--- src/rtl/jam_pkg.sv ---
// Shared definitions for the JAM core and its cost server: matrix size,
// cost width, result widths and the server state encoding.
package jam_pkg;

  localparam int JAM_N      = 8;
  localparam int JAM_COST_W = 7;
  localparam int JAM_IDX_W  = $clog2(JAM_N);
  localparam int JAM_MC_W   = 4;
  localparam int JAM_MIN_W  = 10;

  typedef enum logic [1:0] {
    IDLE  = 2'd0,
    LOAD  = 2'd1,
    SERVE = 2'd2,
    DONE  = 2'd3
  } state_t;

endpackage

--- src/rtl/jam_cost_server_if.sv ---
// Load port and JAM query/result signals between the JAM core (master)
// and the cost server (slave).
interface jam_cost_server_if #(
  parameter int N      = jam_pkg::JAM_N,
  parameter int COST_W = jam_pkg::JAM_COST_W
);
  import jam_pkg::*;

  localparam int IDX_W = $clog2(N);

  logic                 ld_valid;
  logic [COST_W-1:0]    ld_data;
  logic                 ld_ready;
  logic [IDX_W-1:0]     W;
  logic [IDX_W-1:0]     J;
  logic [COST_W-1:0]    Cost;
  logic [JAM_MC_W-1:0]  MatchCount;
  logic [JAM_MIN_W-1:0] MinCost;
  logic                 Valid;

  modport master (
    output ld_valid, ld_data, W, J, MatchCount, MinCost, Valid,
    input  ld_ready, Cost
  );

  modport slave (
    input  ld_valid, ld_data, W, J, MatchCount, MinCost, Valid,
    output ld_ready, Cost
  );

endinterface

--- src/rtl/jam_cost_ram.sv ---
// Cost table storage: synchronous write, asynchronous read, no reset on the
// contents so the array maps onto plain registers or distributed RAM.
module jam_cost_ram #(
  parameter int DEPTH  = 64,
  parameter int DATA_W = 7,
  parameter int AW     = $clog2(DEPTH)
) (
  input  logic              clk_sys,
  input  logic              we,
  input  logic [AW-1:0]     waddr,
  input  logic [DATA_W-1:0] wdata,
  input  logic [AW-1:0]     raddr,
  output logic [DATA_W-1:0] rdata
);

  logic [DATA_W-1:0] mem [DEPTH];

  always_ff @(posedge clk_sys) begin
    if (we) begin
      mem[waddr] <= wdata;
    end
  end

  assign rdata = mem[raddr];

endmodule

--- src/rtl/jam_cost_server.sv ---
// JAM cost server: serial table load, zero-latency Cost lookup, query count
// and result capture. Optional watchdog enabled by defining WATCHDOG_EN.
//
//   state | meaning
//   ------+---------------------------------------------------------
//   IDLE  | after reset, waiting for start
//   LOAD  | accepting 64 row-major cost words, ld_ready high
//   SERVE | answering W/J with Cost, counting cycles, waiting for Valid
//   DONE  | result captured (or watchdog fired), held until next start
module jam_cost_server
  import jam_pkg::*;
#(
  parameter int N       = JAM_N,
  parameter int COST_W  = JAM_COST_W,
  parameter int QCNT_W  = 16,
  parameter int TIMEOUT = 50000
) (
  input  logic                 CLK,
  input  logic                 RST,
  input  logic                 start,
  jam_cost_server_if.slave     bus,
  output logic                 serving,
  output logic                 done,
  output logic [JAM_MC_W-1:0]  res_count,
  output logic [JAM_MIN_W-1:0] res_min,
  output logic [QCNT_W-1:0]    query_cnt,
  output logic                 timeout
);

  localparam int IDX_W = $clog2(N);
  localparam int AW    = 2 * IDX_W;
  localparam int DEPTH = N * N;

  state_t            state, state_nx;
  logic [AW-1:0]     addr;
  logic              ld_fire;
  logic              capture;
  logic [COST_W-1:0] rd_cost;

`ifdef WATCHDOG_EN
  localparam int WD_W = $clog2(TIMEOUT + 1);
  logic [WD_W-1:0] wd_cnt;
  logic            wd_fire;
`endif

  jam_cost_ram #(
    .DEPTH  (DEPTH),
    .DATA_W (COST_W),
    .AW     (AW)
  ) u_ram (
    .clk_sys (CLK),
    .we      (ld_fire),
    .waddr   (addr),
    .wdata   (bus.ld_data),
    .raddr   ({bus.W, bus.J}),
    .rdata   (rd_cost)
  );

  always_ff @(posedge CLK or negedge RST) begin
    if (!RST) begin
      state <= IDLE;
    end else begin
      state <= state_nx;
    end
  end

  // start overrides everything, including a Valid in the same cycle
  always_comb begin
    state_nx = state;
    ld_fire  = 1'b0;
    capture  = 1'b0;
`ifdef WATCHDOG_EN
    wd_fire  = 1'b0;
`endif
    if (start) begin
      state_nx = LOAD;
    end else begin
      case (state)
        LOAD: begin
          if (bus.ld_valid) begin
            ld_fire = 1'b1;
            if (addr == AW'(DEPTH - 1)) begin
              state_nx = SERVE;
            end
          end
        end
        SERVE: begin
          if (bus.Valid) begin
            capture  = 1'b1;
            state_nx = DONE;
          end
`ifdef WATCHDOG_EN
          else if (wd_cnt == '0) begin
            wd_fire  = 1'b1;
            state_nx = DONE;
          end
`endif
        end
        default: state_nx = state;
      endcase
    end
  end

  always_ff @(posedge CLK or negedge RST) begin
    if (!RST) begin
      addr      <= '0;
      query_cnt <= '0;
      res_count <= '0;
      res_min   <= '0;
    end else if (start) begin
      addr      <= '0;
      query_cnt <= '0;
      res_count <= '0;
      res_min   <= '0;
    end else begin
      if (ld_fire) begin
        addr <= addr + 1'b1;
      end
      if (state == SERVE && query_cnt != '1) begin
        query_cnt <= query_cnt + 1'b1;
      end
      if (capture) begin
        res_count <= bus.MatchCount;
        res_min   <= bus.MinCost;
      end
    end
  end

`ifdef WATCHDOG_EN
  // down-counter reaches zero in the TIMEOUT-th SERVE cycle
  always_ff @(posedge CLK or negedge RST) begin
    if (!RST) begin
      wd_cnt  <= WD_W'(TIMEOUT - 1);
      timeout <= 1'b0;
    end else if (start) begin
      wd_cnt  <= WD_W'(TIMEOUT - 1);
      timeout <= 1'b0;
    end else begin
      if (state == SERVE && wd_cnt != '0) begin
        wd_cnt <= wd_cnt - 1'b1;
      end
      if (wd_fire) begin
        timeout <= 1'b1;
      end
    end
  end
`else
  // no watchdog in this build; timeout is constant 0
  assign timeout = 1'b0 && (TIMEOUT != 0);
`endif

  assign bus.ld_ready = (state == LOAD);
  assign bus.Cost     = (state == SERVE) ? rd_cost : '0;
  assign serving      = (state == SERVE);
  assign done         = (state == DONE);

endmodule

--- src/flat_wrapper.sv ---
// flat-port wrapper written by rule: the top's interface ports become plain ports
module jam_cost_server_flat import jam_pkg::*;
#(
  parameter int N       = JAM_N,
  parameter int COST_W  = JAM_COST_W,
  parameter int QCNT_W  = 16,
  parameter int TIMEOUT = 50000
)
  (CLK, RST, start, serving, done, res_count, res_min, query_cnt, timeout, bus_ld_valid, bus_ld_data, bus_W, bus_J, bus_MatchCount, bus_MinCost, bus_Valid, bus_ld_ready, bus_Cost);
  jam_cost_server_if #(.N(N), .COST_W(COST_W)) bus_i ();
  input  logic CLK;
  input  logic RST;
  input  logic start;
  output logic serving;
  output logic done;
  output logic [JAM_MC_W-1:0] res_count;
  output logic [JAM_MIN_W-1:0] res_min;
  output logic [QCNT_W-1:0] query_cnt;
  output logic timeout;
  input wire logic [$bits(bus_i.ld_valid)-1:0] bus_ld_valid;
  input wire logic [$bits(bus_i.ld_data)-1:0] bus_ld_data;
  input wire logic [$bits(bus_i.W)-1:0] bus_W;
  input wire logic [$bits(bus_i.J)-1:0] bus_J;
  input wire logic [$bits(bus_i.MatchCount)-1:0] bus_MatchCount;
  input wire logic [$bits(bus_i.MinCost)-1:0] bus_MinCost;
  input wire logic [$bits(bus_i.Valid)-1:0] bus_Valid;
  output wire logic [$bits(bus_i.ld_ready)-1:0] bus_ld_ready;
  output wire logic [$bits(bus_i.Cost)-1:0] bus_Cost;
  assign bus_i.ld_valid = bus_ld_valid;
  assign bus_i.ld_data = bus_ld_data;
  assign bus_i.W = bus_W;
  assign bus_i.J = bus_J;
  assign bus_i.MatchCount = bus_MatchCount;
  assign bus_i.MinCost = bus_MinCost;
  assign bus_i.Valid = bus_Valid;
  assign bus_ld_ready = bus_i.ld_ready;
  assign bus_Cost = bus_i.Cost;
  jam_cost_server #(.N(N), .COST_W(COST_W), .QCNT_W(QCNT_W), .TIMEOUT(TIMEOUT)) u_core (.CLK(CLK), .RST(RST), .start(start), .bus(bus_i), .serving(serving), .done(done), .res_count(res_count), .res_min(res_min), .query_cnt(query_cnt), .timeout(timeout));
endmodule
--- config.mk ---
export PLATFORM = sky130hd
export DESIGN_NAME = jam_cost_server_flat
export DESIGN_NICKNAME = d
export VERILOG_FILES = /design/src/rtl/jam_pkg.sv /design/src/rtl/jam_cost_server_if.sv /design/src/rtl/jam_cost_ram.sv /design/src/rtl/jam_cost_server.sv /design/src/flat_wrapper.sv
export SDC_FILE = /design/constraint.sdc
export NUM_CORES = 1
export LEC_CHECK = 0
export BUFFER_PORTS_ARGS = -buffer_cell sky130_fd_sc_hd__buf_2
export CAP_MARGIN = 20
export CELL_PAD_IN_SITES_DETAIL_PLACEMENT = 0
export CELL_PAD_IN_SITES_GLOBAL_PLACEMENT = 1
export CORE_UTILIZATION = 27
export DETAILED_ROUTE_END_ITERATION = 6
export PLACE_DENSITY_LB_ADDON = 0.1
export SKIP_CTS_REPAIR_TIMING = 1
export SKIP_LAST_GASP = 1
export SYNTH_ARGS = -nofsm -noshare
export SYNTH_HDL_FRONTEND = slang
export SYNTH_SLANG_ARGS = --single-unit
--- constraint.sdc ---
create_clock -name CLK -period 2.5 [get_ports CLK]
set_clock_uncertainty 0.05 [all_clocks]
set_input_delay 0.375 -clock CLK [delete_from_list [all_inputs] [get_ports CLK]]
set_output_delay 0.375 -clock CLK [all_outputs]
set_load 0.02 [all_outputs]
## Word-level counts from Yosys, hierarchy flattened

Memories as Yosys holds them, arrays and structs flattened.
Index checks and enable logic that the tools add are counted.

| word-level totals | value |
|---|---|
| memories | 1 |
| logic and storage cells | 44 |
| output and inout bits | 41 |
| flip-flop bits (word level) | 38 |
| input port bits | 32 |
| RAM bits | 448 |

| cells by class | value |
|---|---|
| reductions and logical operators | 6 |
| equality and inequality tests | 8 |
| add/subtract/negate cells | 2 |
| multiplexer cells | 22 |

Memory list:

| memory | words | bits a word | read ports | clocked after memory_dff | wr ports | line | source |
|---|---|---|---|---|---|---|---|
| u_core.u_ram.mem | 64 | 7 | 1 | 0 | 1 | jam_cost_ram.sv:16 | `logic [DATA_W-1:0] mem [DEPTH];` |

Operator list:

| cell | number |
|---|---|
| $mux W16 | 2 |
| $mux W10 | 2 |
| $add A16 B1 Y16 const B | 1 |
| $ne A16 B16 Y1 const B | 1 |
| $mux W6 | 2 |
| $mux W1 | 8 |
| $mux W2 | 4 |
| $mux W4 | 2 |
| $mux W7 | 1 |
| $add A6 B1 Y6 const B | 1 |
| $eq A6 B6 Y1 const B | 1 |
| $ne A3 B2 Y1 const B | 2 |
| $reduce_bool A2 Y1 | 3 |
| $eq A2 B2 Y1 const B | 2 |
| $pmux W2 S2 | 1 |
| $reduce_and A4 Y1 | 1 |
| $ne A3 B3 Y1 const B | 1 |
| $reduce_bool A3 Y1 | 1 |
| $eq A2 B1 Y1 const B | 1 |
| $logic_and A1 B1 Y1 | 1 |

## Longest topological paths before layout

Gate-level depths: netlist of the first run.

| depth | value |
|---|---|
| word-level depth | 5 |
| gate-level depth with buffers | 9 |
| depth with buffers taken out | 5 |

## Cells and area by module

From an unflattened synthesis of the first run, not the netlist that was laid out.

| unflattened totals | value |
|---|---|
| cells, all modules | 992 |
| area, all modules | 19301.0 sq um |

Modules (own cells, without submodules):

| module | area each (sq um) | cells each | sequential area each (sq um) | instances |
|---|---|---|---|---|
| jam_cost_ram | 17495.5 | 820 | 13452.9 | 1 |
| jam_cost_server | 1805.5 | 172 | 950.9 | 1 |

## Worst setup path after synthesis of the first run

No wires, ideal clock.

| path | value |
|---|---|
| path kind | reg-to-reg |
| start | reg u_core.state[1] |
| end | mem u_core.u_ram.mem[1][0] (enable) |
| cell stages (with the launch flop) | 6 |
| period minus slack after synthesis | 2.612 ns |
| data required time | 2.060 ns |
| library setup time | 0.390 ns |
| data arrival time | 2.172 ns |
| path buffers | 0 |
| setup slack | -0.112 ns |
| path through | dfrtp_1 nor2b_1 nand2_1 nor3_1 nand2_1 nor4_1 |

| between the ends | value |
|---|---|
| cells in the longest elaborated chain, start to end | 5 |

Ends and longest elaborated chain:

| element | line | source |
|---|---|---|
| start: declaration | jam_cost_server.sv:34 | `state_t state, state_nx;` |
| start signal: assignment | jam_cost_server.sv:63 | `state <= state_nx;` |
| $eq A2 B1 Y1 | - |  |
| named net bus_ld_ready | flat_wrapper.sv:27 | `output wire logic [$bits(bus_i.ld_ready)-1:0] bus_ld_ready;` |
| $mux W1 | jam_cost_server.sv:78 | `case (state)` |
| $mux W1 | jam_cost_server.sv:75 | `if (start) begin` |
| $mux W1 | jam_cost_ram.sv:19 | `if (we) begin` |
| $mux W1 (implied by the code) | jam_cost_ram.sv:20 | `mem[waddr] <= wdata;` |
| end: declaration | jam_cost_ram.sv:16 |  |

The timed path passes the listed nets, and every way through them passes these cells.

## Final worst setup path of the first run

| path | value |
|---|---|
| start | mem u_core.u_ram.mem[41][5] |
| end | out bus_Cost[5] |

| between the ends | value |
|---|---|
| cells in the longest elaborated chain, start to end | 2 |

Ends and longest elaborated chain:

| element | line | source |
|---|---|---|
| $mem_v2 Z64 W7 | - |  |
| $mux W7 | jam_cost_server.sv:153 | `assign bus.Cost = (state == SERVE) ? rd_cost : '0;` |
| end: declaration | flat_wrapper.sv:28 | `output wire logic [$bits(bus_i.Cost)-1:0] bus_Cost;` |

No other way between the ends.

==> run summary, run 1 <==
The cell total after placement is 2151. In this run the worst path has a maximum fanout of 1. The count of final hold-check violations came out at 0. The later-pin clock latency in the skew report came out at ~610 ps. Summed over all cells, the static leakage comes to 8.393 nW. For this run, the top clock speed supported by timing is 338.9 MHz. The post-detailed-placement half-perimeter wirelength came out at roughly 36000 um. The required time of the critical path came out at 2080 ps. The share of final-layout standard cells stronger than drive strength 1 is 37.72%.

The initial antenna violation count was 3. The number of antenna-violating nets in the routed design is 0. Synthesis inferred roughly 490 register bits. The peak ir drop on the vdd network is 0.4697 mV. In this run the number of H-tree levels came out at 2.

The critical path in this run is classified as reg2out. Setup violations remaining at the end of the flow were counted as 7. After synthesis, the share of flip-flops with an asynchronous set or reset is approximately 8%. Yosys attributes the largest share of cell area to edfxtp_1, mux4_2, dfrtp_1, mux2i_1, nor2_1. The remaining global-route overflow came out at 0.

The routing usage on met1 came out at 21.27%. The layer flagged by global routing as most heavily used is met2. The count of unique library cells instantiated by Yosys came out at 50. The first detailed-routing pass took 5 iterations. The die outline height came out at 270.3 um. Once layout is complete, the cells apart from fillers number 2287.

The power after layout is 18.21 mW. The number of DRC violations after detailed routing came out at 0. During I/O placement, the number of pins put on the boundary was 73.

The net count reported at finish is 1322. The total wirelength of the detailed-routed design is 55160 um. The flip-flop cell with the highest count after synthesis is edfxtp_1. The die covers 0.07307 mm2.

The tree is rooted in a clkbuf_16. The sequential share of the synthesized area is 74.10%. For the pin with the worst max-slew slack, the measured transition is 909.1 ps. Of the post-synthesis cell area, the dominant cell type holds 69.21%. The number of violations of the max-capacitance limit came out at 0. The number of DRC violations after detailed-routing iteration 0 came out at 879.

The worst hold path belongs to the class in2reg. STA classifies the critical path startpoint as a register. The last weighted congestion value of the routability-driven placer is 0.7344. Data on the critical path arrives at its endpoint at 2530 ps. The total number of clock tree sinks came out at 486. The share of the core filled with cells in the final layout is 34.50%. The final reports fail on setup timing. The synthesis-to-layout area growth came out at 26.64%. The initial cell density of the core came out at 27.24%. TritonCTS built the clock tree. The worst relative slew slack is 39.39%. The run finished, with violations left. After detailed routing, the average wire length per cell comes to 24.12 um. The die extent in x is 270.3 um.

The count of synthesis-stage warnings from yosys is 0. The core footprint is 0.07136 mm2. The post-synth design cell area is 0.01944 mm2. The maximum number of pins on one net before global-route repair is 65. The average via count per standard cell came out at 4.512. The clock-pin slew on the worst setup and hold paths came out at ~60 ps.

Buffers inserted during clock tree synthesis total 56. The number of buffers inserted by port buffering came out at 71. The via count came out at 10320. The number of standard-cell rows in the floorplan came out at 98.

Setup repair after global routing could not meet its margin everywhere. When the netlist entered floorplanning its net count stood at between 1000 and 1500. The worst setup path is captured at an output pin. The number of enable-type register cells in the synthesized netlist came out at 448. The setup slack of the critical path after layout came out at -450.8 ps. The worst setup slack after placement came out at -559.8 ps. The average size of a mapped cell is 19.38 um2. The worst path in the final design needs a cycle of 2951 ps, including I/O delays and setup. The clock passes through at most 3 buffers. The global router's overall resource usage is 15.08%. The met3 global-route usage came out at 2.303%. The via count of the first global-routing pass was between 10000 and 15000.

Of all cell types, the one taking the most synthesized area is edfxtp_1. The part of the cycle the worst path needs is 118.0%. The total power density per cell area came out at about 740 mW/mm2. The count of pins over their slew limit is 0. The global-route wire length before repair is between 70000 and 80000 um. The met2 global-route usage is 24.26%. The gate count of the mapped netlist is 1003. The setup TNS is -2543 ps.
==> worst max-delay path, cell delays in order, from the launching register on <==
cell      delay (ps)
edfxtp_1         370
mux4_2           470
mux4_2           520
o32a_1           410
buf_6            150
==> kinds of logic (layout without fill, tap and decap cells) <==
family                   Yosys count  after routing  share of synthesized area, %
AO/OA/AOI/OAI                     79             79                         2.826
XOR/XNOR                          15             15                        0.6759
flip-flops                       486            486                         74.10
other                              1              2                       0.01929
adder cells (fa/ha/maj)            2              2                        0.1287
multiplexers                     154            154                         15.67
buffers and inverters             58            391                         1.815
AND/OR/NAND/NOR                  208            208                         4.770
==> flip-flops by register name, summed over array words and instances, names as in the netlist <==
name / cells
u_core.u_ram.mem: 448
u_core.state: 2
u_core.addr: 6
u_core.res_min: 10
u_core.query_cnt: 16
u_core.res_count: 4
==> cell usage in the layout (no fill, tap or decap), types with 12 or more instances in the layout <==
| cell | instances |
|---|---|
| edfxtp_1 | 448 |
| buf_4 | 176 |
| mux4_2 | 113 |
| nor2_1 | 81 |
| buf_2 | 62 |
| nand2_1 | 58 |
| clkbuf_16 | 57 |
| dfrtp_1 | 38 |
| mux2i_1 | 26 |
| a21oi_1 | 25 |
| buf_12 | 18 |
| dlygate4sd3_1 | 15 |
| xor2_1 | 14 |
| clkbuf_1 | 13 |
| nand3_1 | 12 |
| clkinv_2 | 12 |
==> cell usage after synthesis, types with 7 or more instances <==
master / n
edfxtp_1: 448
mux4_2: 107
nor2_1: 81
nand2_1: 63
dfrtp_1: 38
mux2i_1: 35
a21oi_1: 27
clkbuf_1: 19
xor2_1: 14
buf_2: 13
nand3_1: 12
o21ai_0: 12
mux4_1: 10
nor2b_1: 9
buf_6: 8
nor3_1: 8
and2_1: 7
buf_4: 7
==> layer usage <==
layer,routed length (um),up-vias
met3,1640,65
met5,0,-
li1,-,4648
met1,26390,5452
met4,999,0
met2,26120,155
==> report_power, final <==
part           leakage, nW  internal, mW  total [mW]  switching, mW
Clock                0.914          4.99        8.36           3.36
Combinational         2.93         0.424       0.950          0.526
Sequential            4.55          8.89        8.90        0.00985
Total                 8.39          14.3        18.2           3.90
==> worst paths after layout <==
check,to,slack [ps],startpoint,cells past startpoint
max in group asynchronous,u_core.res_min[8],1860,RST,3
min in group asynchronous,u_core.query_cnt[0],50,RST,2
max,bus_Cost[5],-450,u_core.u_ram.mem[41][5],4
min reg2reg,u_core.res_min[2],470,u_core.res_min[2],2
max reg2reg,u_core.u_ram.mem[61][0],310,u_core.addr[5],4
min,u_core.addr[1],10,bus_ld_valid,3
==> area by class of cell <==
class                      count  area (um2)
antenna                        1       2.502
fill                        6894       46750
timing repair buffer         281        2291
sequential                   486       14400
inverter                       4       15.01
multi-input combinational    459        4846
tap                          950        1189
clock inverter                33       354.1
clock buffer                  73        1516
==> through the flow <==
stage                     hold slack (ps)  instance area, um2
after floorplan                     29.41               19440
after global placement              144.0               22260
after detailed placement            144.0               22260
after CTS                          -520.1               24130
after global routing                14.01               24610
final                               11.76               24620
Power figures use the tool's default switching activity.
==> run 2, diff against run 1 <==
--- a/config.mk
+++ b/config.mk
@@ -5,7 +5,8 @@
 export SDC_FILE = /design/constraint.sdc
 export NUM_CORES = 1
 export LEC_CHECK = 0
-export BUFFER_PORTS_ARGS = -buffer_cell sky130_fd_sc_hd__buf_2
+export ABC_AREA = 1
+export BUFFER_PORTS_ARGS = -buffer_cell sky130_fd_sc_hd__buf_4
 export CAP_MARGIN = 20
 export CELL_PAD_IN_SITES_DETAIL_PLACEMENT = 0
 export CELL_PAD_IN_SITES_GLOBAL_PLACEMENT = 1
==> run 2 against run 1 <==
Against the previous run:
- the flow now finishes without violations
- sequential share of layout area fell by 2.3 points
- count of clock-buffer cells in the layout fell by 5
- global-route usage rose by 1.5 points
- sequential power barely moved
- via count rose by 35%
- maximum frequency rose by 23%
- register-to-register slack got worse by 90 ps
- non-clock buffer count fell by 43
- critical path depth rose by 7
- critical endpoint is now bus_Cost[0]
==> run summary, run 2 <==
The library cell used most frequently in the layout, excluding fill and tap cells, is nand2_1. The critical path goes through buf_4, buf_4, buf_12, nand3_1, nand3_1, nand2_1, nand2_1, nand3_2, nand3_4, a21oi_2, buf_6. The H-tree generated during clock tree synthesis spans 2 levels. The count of nets left with antenna violations once routing finished came out at 0.

The maximum number of pins on one net before global-route repair came out at 65. The number of optimization iterations in the first detailed-route pass is 5. In the final layout, the registers with the most flip-flops are u_core.u_ram.mem x448, u_core.query_cnt x16, u_core.res_min x10. The met2 global-route usage is around 27%. The clock-pin slew on the worst setup and hold paths came out at 60 ps.

The final standard cell count with taps included and fillers excluded came out at 3023. The global router's overall resource usage is 16.58%. The post-synth design cell area came out at 0.02048 mm2.

The most instantiated library cell after synthesis is nand2_1. For met1 alone, demand over resource in global routing was 22.97%. The cell taking the most area after synthesis is edfxtp_1. The core footprint is around 0.075 mm2. The run finished with clean final reports.

For this run, the top clock speed supported by timing is 416.0 MHz. On the critical path the largest part of the delay comes from simple AND/OR/NAND/NOR gates. The number of different library cells used by synthesis comes to 42. The top cell types in the final layout, fill and taps aside, are nand2_1, edfxtp_1, nand3_1.

The reg-to-reg critical path endpoint is u_core.u_ram.mem[31][2]. The async set-or-reset flop fraction in the synthesized netlist is 7.819%. The worst setup slack after placement is -152.1 ps. The number of DRC violations after detailed routing is 0. The peak ir drop on the vdd network is 0.5170 mV. Port buffering added 71 buffers. The wire-length estimate of the detail-placed layout is 40560 um. The average via count per standard cell came out at 4.617. The critical path's largest stage delay is 210 ps. The count of final hold-check violations was 0. The worst setup path is captured at an output pin. The top-level I/O count is 73.

The initial cell density of the core came out at 27.42%. The design draws 18.37 mW. The initial antenna violation count was 0. The clock tree root driver cell is clkbuf_16. For hold timing, the worst endpoint is u_core.state[1].

The number of buffer and inverter instances along the worst setup path is 4. The number of storage elements in the synthesis netlist is 486. The setup slack of the critical path after layout came out at approximately 96 ps. For this run, the number of Yosys warnings is 0. The worst relative slew slack came out at between 40% and 50%. At the end of routability-driven placement, the weighted congestion stood at about 0.8. The later-pin clock latency in the skew report came out at between 600 and 700 ps. The most used flip-flop cell after synthesis is edfxtp_1. The sequential share of the synthesized area came out at a little over two thirds.

The worst hold path begins at start. Buffers inserted during clock tree synthesis total 56. The total wirelength of the detailed-routed design is roughly 65000 um.

The busiest layer in global routing is met2. The average size of a mapped cell came out at 11.27 um2. TritonCTS built the clock tree. The net count reported at finish is 2043.

The final instance area is ~0.026 mm2. The total power density per cell area is approximately 700 mW/mm2. Counting along the longest clock path gives a buffer depth of 3.

The number of violations of the max-capacitance limit came out at 0. The number of failing setup endpoints in the final timing report is 0. The gate count of the mapped netlist came out at between 1500 and 2000. The share of the core filled with cells in the final layout is between 30 and 40%. The average wire per standard cell is 21.41 um. The register bank with the most flops is u_core.u_ram.mem. Ranked by total cell area, the synthesized netlist is headed by edfxtp_1, nand2_1, nand3_1, dfrtp_1, nor2_1.

STA classifies the critical path startpoint as an input port. Along the worst path, the maximum fanout reaches 43. The actual slew at the worst max-slew pin is 815.0 ps. For the finished layout, the period the worst path requires is 2404 ps. The hold path depth came out at 2. The synthesized design devotes to its leading area cell type around two thirds of total area. The count of pins over their slew limit came out at 0. After detailed placement, the total cell area comes to 0.02311 mm2. The number of enable-type register cells in the synthesized netlist came out at 448. The die is 277.4 um wide. The worst register-to-register path has a setup slack of ~220 ps. The kind of path behind the tightest hold check is in2reg. The required time of the critical path came out at between 2000 and 2500 ps.

The total number of clock tree sinks is 486. The met3 global-route usage is 2.670%. The cell total after placement is 2901.

The highest-delay cell along the critical path is a21oi_2. The startpoint identified for the worst register-to-register timing path is u_core.state[0]. The via count is approximately 14000. The standby leakage power is 9.612 nW. The remaining global-route overflow is 0. Setup repair after global routing could not meet its margin everywhere.

The worst-case reg-to-reg path depth is 8. The number of antenna repair diodes is 0. The number of standard-cell rows in the floorplan is 100. The number of DRC violations after detailed-routing iteration 0 is 840.

In the finished design, the share of the clock period the worst path needs comes to 96.16%. The via count of the first global-routing pass is ~14000. The area growth from synthesis to layout is 25.00%. The share of final-layout standard cells stronger than drive strength 1 is 20.25%. The die covers 0.07697 mm2. The synthesized netlist net count is about 1900. The arrival time of data at the critical path endpoint is 1980 ps. The global-route wire length before repair came out at 94190 um.

The die outline height came out at 277.4 um. The critical path class is in2out. The register with the most flip-flops in the layout has 448 of them. After synthesis, the most frequently instantiated cells are nand2_1, edfxtp_1, nand3_1, nor2_1, buf_2.
==> run 2: changes by cell type after synthesis, sizes merged, moves of 11 or more <==
cell	previous run	this run
nand2	63	622
nand3	12	419
mux4	117	0
buf	35	91
mux2i	35	0
inv	3	37
nor2	81	93
a21oi	27	16
xor2	14	3
==> run 2: worst max path at each step <==
stage | from | end | depth (start not counted)
floorplan | bus_J[1] | bus_Cost[4] | 11
global placement | bus_J[0] | bus_Cost[1] | 12
detailed placement | bus_J[1] | bus_Cost[6] | 12
CTS | u_core.u_ram.mem[47][6] | bus_Cost[6] | 9
global route | u_core.u_ram.mem[29][6] | bus_Cost[6] | 9
finish | bus_J[1] | bus_Cost[0] | 11
==> run 2: area by class of cell <==
class / count / area [um2]
clock buffers: 68 / 1498
clock inverters: 35 / 287.8
fillers: 7374 / 49090
inverters: 38 / 160.2
multi-input cells: 1189 / 5704
flip-flops and latches: 486 / 14400
well taps: 969 / 1212
repair buffers: 238 / 2337
==> run 2: worst reg2reg max path, stage by stage (launching register included) <==
cell and delay [ps]:
dfrtp_1 440, inv_2 70, nor2_4 120, inv_2 60
nor2_4 100, nand2_1 130, inv_1 110, nand2_1 230
nor2_1 610
==> run 2: logic make-up (layout without fill, tap and decap cells) <==
| logic type | count (synthesis) | in the layout | share of synthesized area [%] |
|---|---|---|---|
| buffers and inverters | 142 | 379 | 3.867 |
| XOR/XNOR | 4 | 4 | 0.1711 |
| other | 1 | 1 | 0.01831 |
| adder cells (fa/ha/maj) | 2 | 2 | 0.1221 |
| flip-flops | 486 | 486 | 70.32 |
| AND/OR/NAND/NOR | 1153 | 1153 | 24.69 |
| AO/OA/AOI/OAI | 29 | 29 | 0.8125 |
==> run 2: stage by stage <==
stage / hold slack (ps) / setup TNS, ps
final: 49.24 / 0
after global routing: 34.61 / -35.90
after global placement: 352.4 / -931.3
after detailed placement: 351.9 / -887.2
after floorplan: 29.41 / 0
after CTS: -322.4 / -1216
==> run 2: metal layers <==
| layer | share of wire, % | up-vias | routed length (um) |
|---|---|---|---|
| met2 | 47 | 240 | 30720 |
| li1 | - | 6719 | - |
| met1 | 47 | 6918 | 30210 |
| met3 | 4.0 | 80 | 2604 |
| met5 | 0 | - | 0 |
| met4 | 1.8 | 0 | 1187 |
==> run 2: report_power, final <==
group,leakage (nW),internal (mW),switching (mW)
sequential,4.55,8.90,0.0159
clock,0.881,4.73,3.34
combinational,4.18,0.450,0.933
total,9.61,14.1,4.28
==> run 3, diff against run 2 <==
--- a/config.mk
+++ b/config.mk
@@ -5,7 +5,6 @@
 export SDC_FILE = /design/constraint.sdc
 export NUM_CORES = 1
 export LEC_CHECK = 0
-export ABC_AREA = 1
 export BUFFER_PORTS_ARGS = -buffer_cell sky130_fd_sc_hd__buf_4
 export CAP_MARGIN = 20
 export CELL_PAD_IN_SITES_DETAIL_PLACEMENT = 0
==> run 3 against run 2 <==
Against the previous run:
- the flow now finishes with violations (setup timing)
- largest power group unchanged
- routed wire length shrank 17%
- sequential power is essentially flat
- non-clock buffer count grew 18
- die area shrank 5.1%
==> run summary, run 3 (synthesis gave the netlist of run 1 again) <==
The flow ran to the end, but the final reports show violations. The final reports fail on setup timing. The count of pins over their slew limit is 0. The leading cell type in the layout, fill and taps excluded is edfxtp_1.

Detailed placement ended at an HPWL of 34430 um. The final standard cell count with taps included and fillers excluded is 2259. The maximum number of pins on one net before global-route repair came out at 65. The actual slew at the worst max-slew pin is 809.6 ps. At the end of routability-driven placement, the weighted congestion stood at 0.7277. The core footprint came out at 0.07136 mm2. The placed standard-cell area is 0.02224 mm2.

Combinational cells account for under 10% of the total power. The switching power is 3.862 mW. The first global-routing pass estimated around 80000 um of wire. Measured along the y axis, the die boundary spans 270.3 um. u_core.u_ram.mem holds more flip-flops than any other register. The floorplan has 98 rows.

The register share of total power came out at 49.6%. After clock tree synthesis, the clock-pin slew on the worst setup and hold paths is 60 ps. STA classifies the critical path endpoint as an output pin. The area of the multi-input gates came out at 0.004780 mm2. TritonCTS created 56 clock buffers.

The area of the die came out at 0.07307 mm2. The final instance area came out at between 0.02 and 0.025 mm2. The share of power burned in the clock network is a little under half. The initial cell density of the core came out at 27.24%. The setup slack of the critical path after layout is -430.5 ps. For this run, the share of the core covered by cells in the final layout is 34.16%.

The startpoint identified for the worst register-to-register timing path is u_core.state[1]. The maximum fanout encountered on the critical timing path came out at 2. Leaving out fill and tap cells, the most frequent cells in the layout are edfxtp_1, buf_4, mux4_2. From left edge to right edge, the die measures between 200 and 300 um. The source of the critical timing path is u_core.u_ram.mem[14][5]. The deepest level of the CTS H-tree is 2. In the detailed route, the total length drawn on met2 is 25650 um.

The peak ir drop on the vdd network came out at 0.4939 mV. TritonCTS built the clock tree. The count of final hold-check violations came to 0. By startpoint and endpoint, the worst setup path is classified as reg2out. The tool flagged a number of max-cap violations equal to 0. The arrival time of data at the critical path endpoint is 2510 ps. In the final layout, the share of cells above drive strength 1 is 35.70%. After detailed routing, the number of remaining DRC violations is 0. The highest clock frequency the design can meet is 341.2 MHz. Net switching is 21.52% of the power. The worst relative slew slack is a little under half. The sequential cells in the finished layout cover a total of 0.01440 mm2. The required time of the critical path is 2080 ps. After detailed routing, no signal wire sits above met4. Relative to the synthesized area, the layout overhead comes to 25.41%. The number of buffers inserted by port buffering came out at 71. The top-level I/O count came out at 73.

Counting the fill cells in the layout gives 6882. The total number of clock tree sinks came out at around 490. The number of DRC violations after detailed-routing iteration 0 is 727.

The average via count per standard cell is 4.536. The smallest hold slack came out at roughly 240 ps. The wire length on met3 came out at approximately 2200 um. The standby leakage power came out at 8.225 nW.

For this run, the total global-route usage over all layers was measured as 14.71%. The initial antenna violation count is 0. The number of flip-flops in the largest register came out at 448. The first detailed-routing pass took 5 iterations. The number of failing setup endpoints in the final timing report is 7. The largest registers in the layout are u_core.u_ram.mem x448, u_core.query_cnt x16, u_core.res_min x10. The net count reported at finish came out at 1297.

The total power density per cell area is 736.0 mW/mm2. The min-delay analysis places its worst path in the category in2async. The clock passes through at most 3 buffers. The cell-internal power came out at 14.08 mW.

The post-route minimum period is ~2900 ps. The length of routed wiring on met1 came out at 25010 um. The sort of element at the start of the critical path is a register. The part of the cycle the worst path needs came out at 117.2%. The number of antenna-violating nets in the routed design is 0. The average wire per standard cell came out at 23.86 um. The later-pin clock latency in the skew report is 600 ps. The via count of the first global-routing pass is ~11000. After detailed routing, the total wire length is 53910 um. Summing over every cut layer, the via total after detailed routing is slightly above 10000.

Summed over all layers, the global routing overflow is 0. Setup repair after global routing could not meet its margin everywhere. The clock tree root driver cell is clkbuf_16.

The cell total after placement came out at 2136.
[run 3: area by class of cell]
cell class | instances | share of cell area (%)
Sequential cell | 486 | 59.08
Multi-Input combinational cell | 459 | 19.61
Timing Repair Buffer | 256 | 8.900
Clock buffer | 70 | 6.051
Tap cell | 950 | 4.876
Clock inverter | 33 | 1.411
Inverter | 4 | 0.06159
Antenna cell | 1 | 0.01026
[run 3: routing by layer]
layer | vias up | track usage (%)
met5 | - | 0
met1 | 5408 | 20.19
li1 | 4580 | -
met4 | 0 | 3.925
met2 | 189 | 23.72
met3 | 69 | 2.889
[run 3: final timing paths]
| kind | endpoint | slack, ps | cells past startpoint |
|---|---|---|---|
| worst min-delay path | u_core.query_cnt[4] | 240 | 2 |
| max in group asynchronous | u_core.res_min[5] | 1770 | 2 |
| worst max-delay path | bus_Cost[5] | -430 | 7 |
| min in group CLK | u_core.u_ram.mem[50][1] | 290 | 1 |
| worst max register to register | u_core.u_ram.mem[41][2] | 260 | 7 |
| worst min register to register | u_core.res_min[7] | 470 | 2 |
[run 3: power groups by stage]
stage          sequential (mW)  clock [mW]  combinational [mW]
2_1_floorplan             9.07           0               0.411
3_3_place_gp              9.08           0               0.868
3_5_place_dp              9.08           0               0.871
4_1_cts                   8.91        8.39               0.871
5_1_grt                   8.90        8.69               0.964
6_report                  8.91        8.14               0.893
[run 3: critical path, stage by stage (launching register included)]
cell      delay (ps)
edfxtp_1         360
mux4_2           540
mux2i_1          150
buf_4            120
and2_4           150
nor3_2            60
o32a_1           350
buf_6            150
[run 3: stage by stage]
step	power, mW	setup TNS [ps]	setup slack (ps)
4_1_cts	18.17	-4374	-796.4
2_1_floorplan	9.483	-3094	-111.8
5_1_grt	18.56	-3436	-512.2
6_report	17.94	-2751	-430.5
3_5_place_dp	9.946	-3165	-499.8
3_3_place_gp	9.943	-3050	-462.5
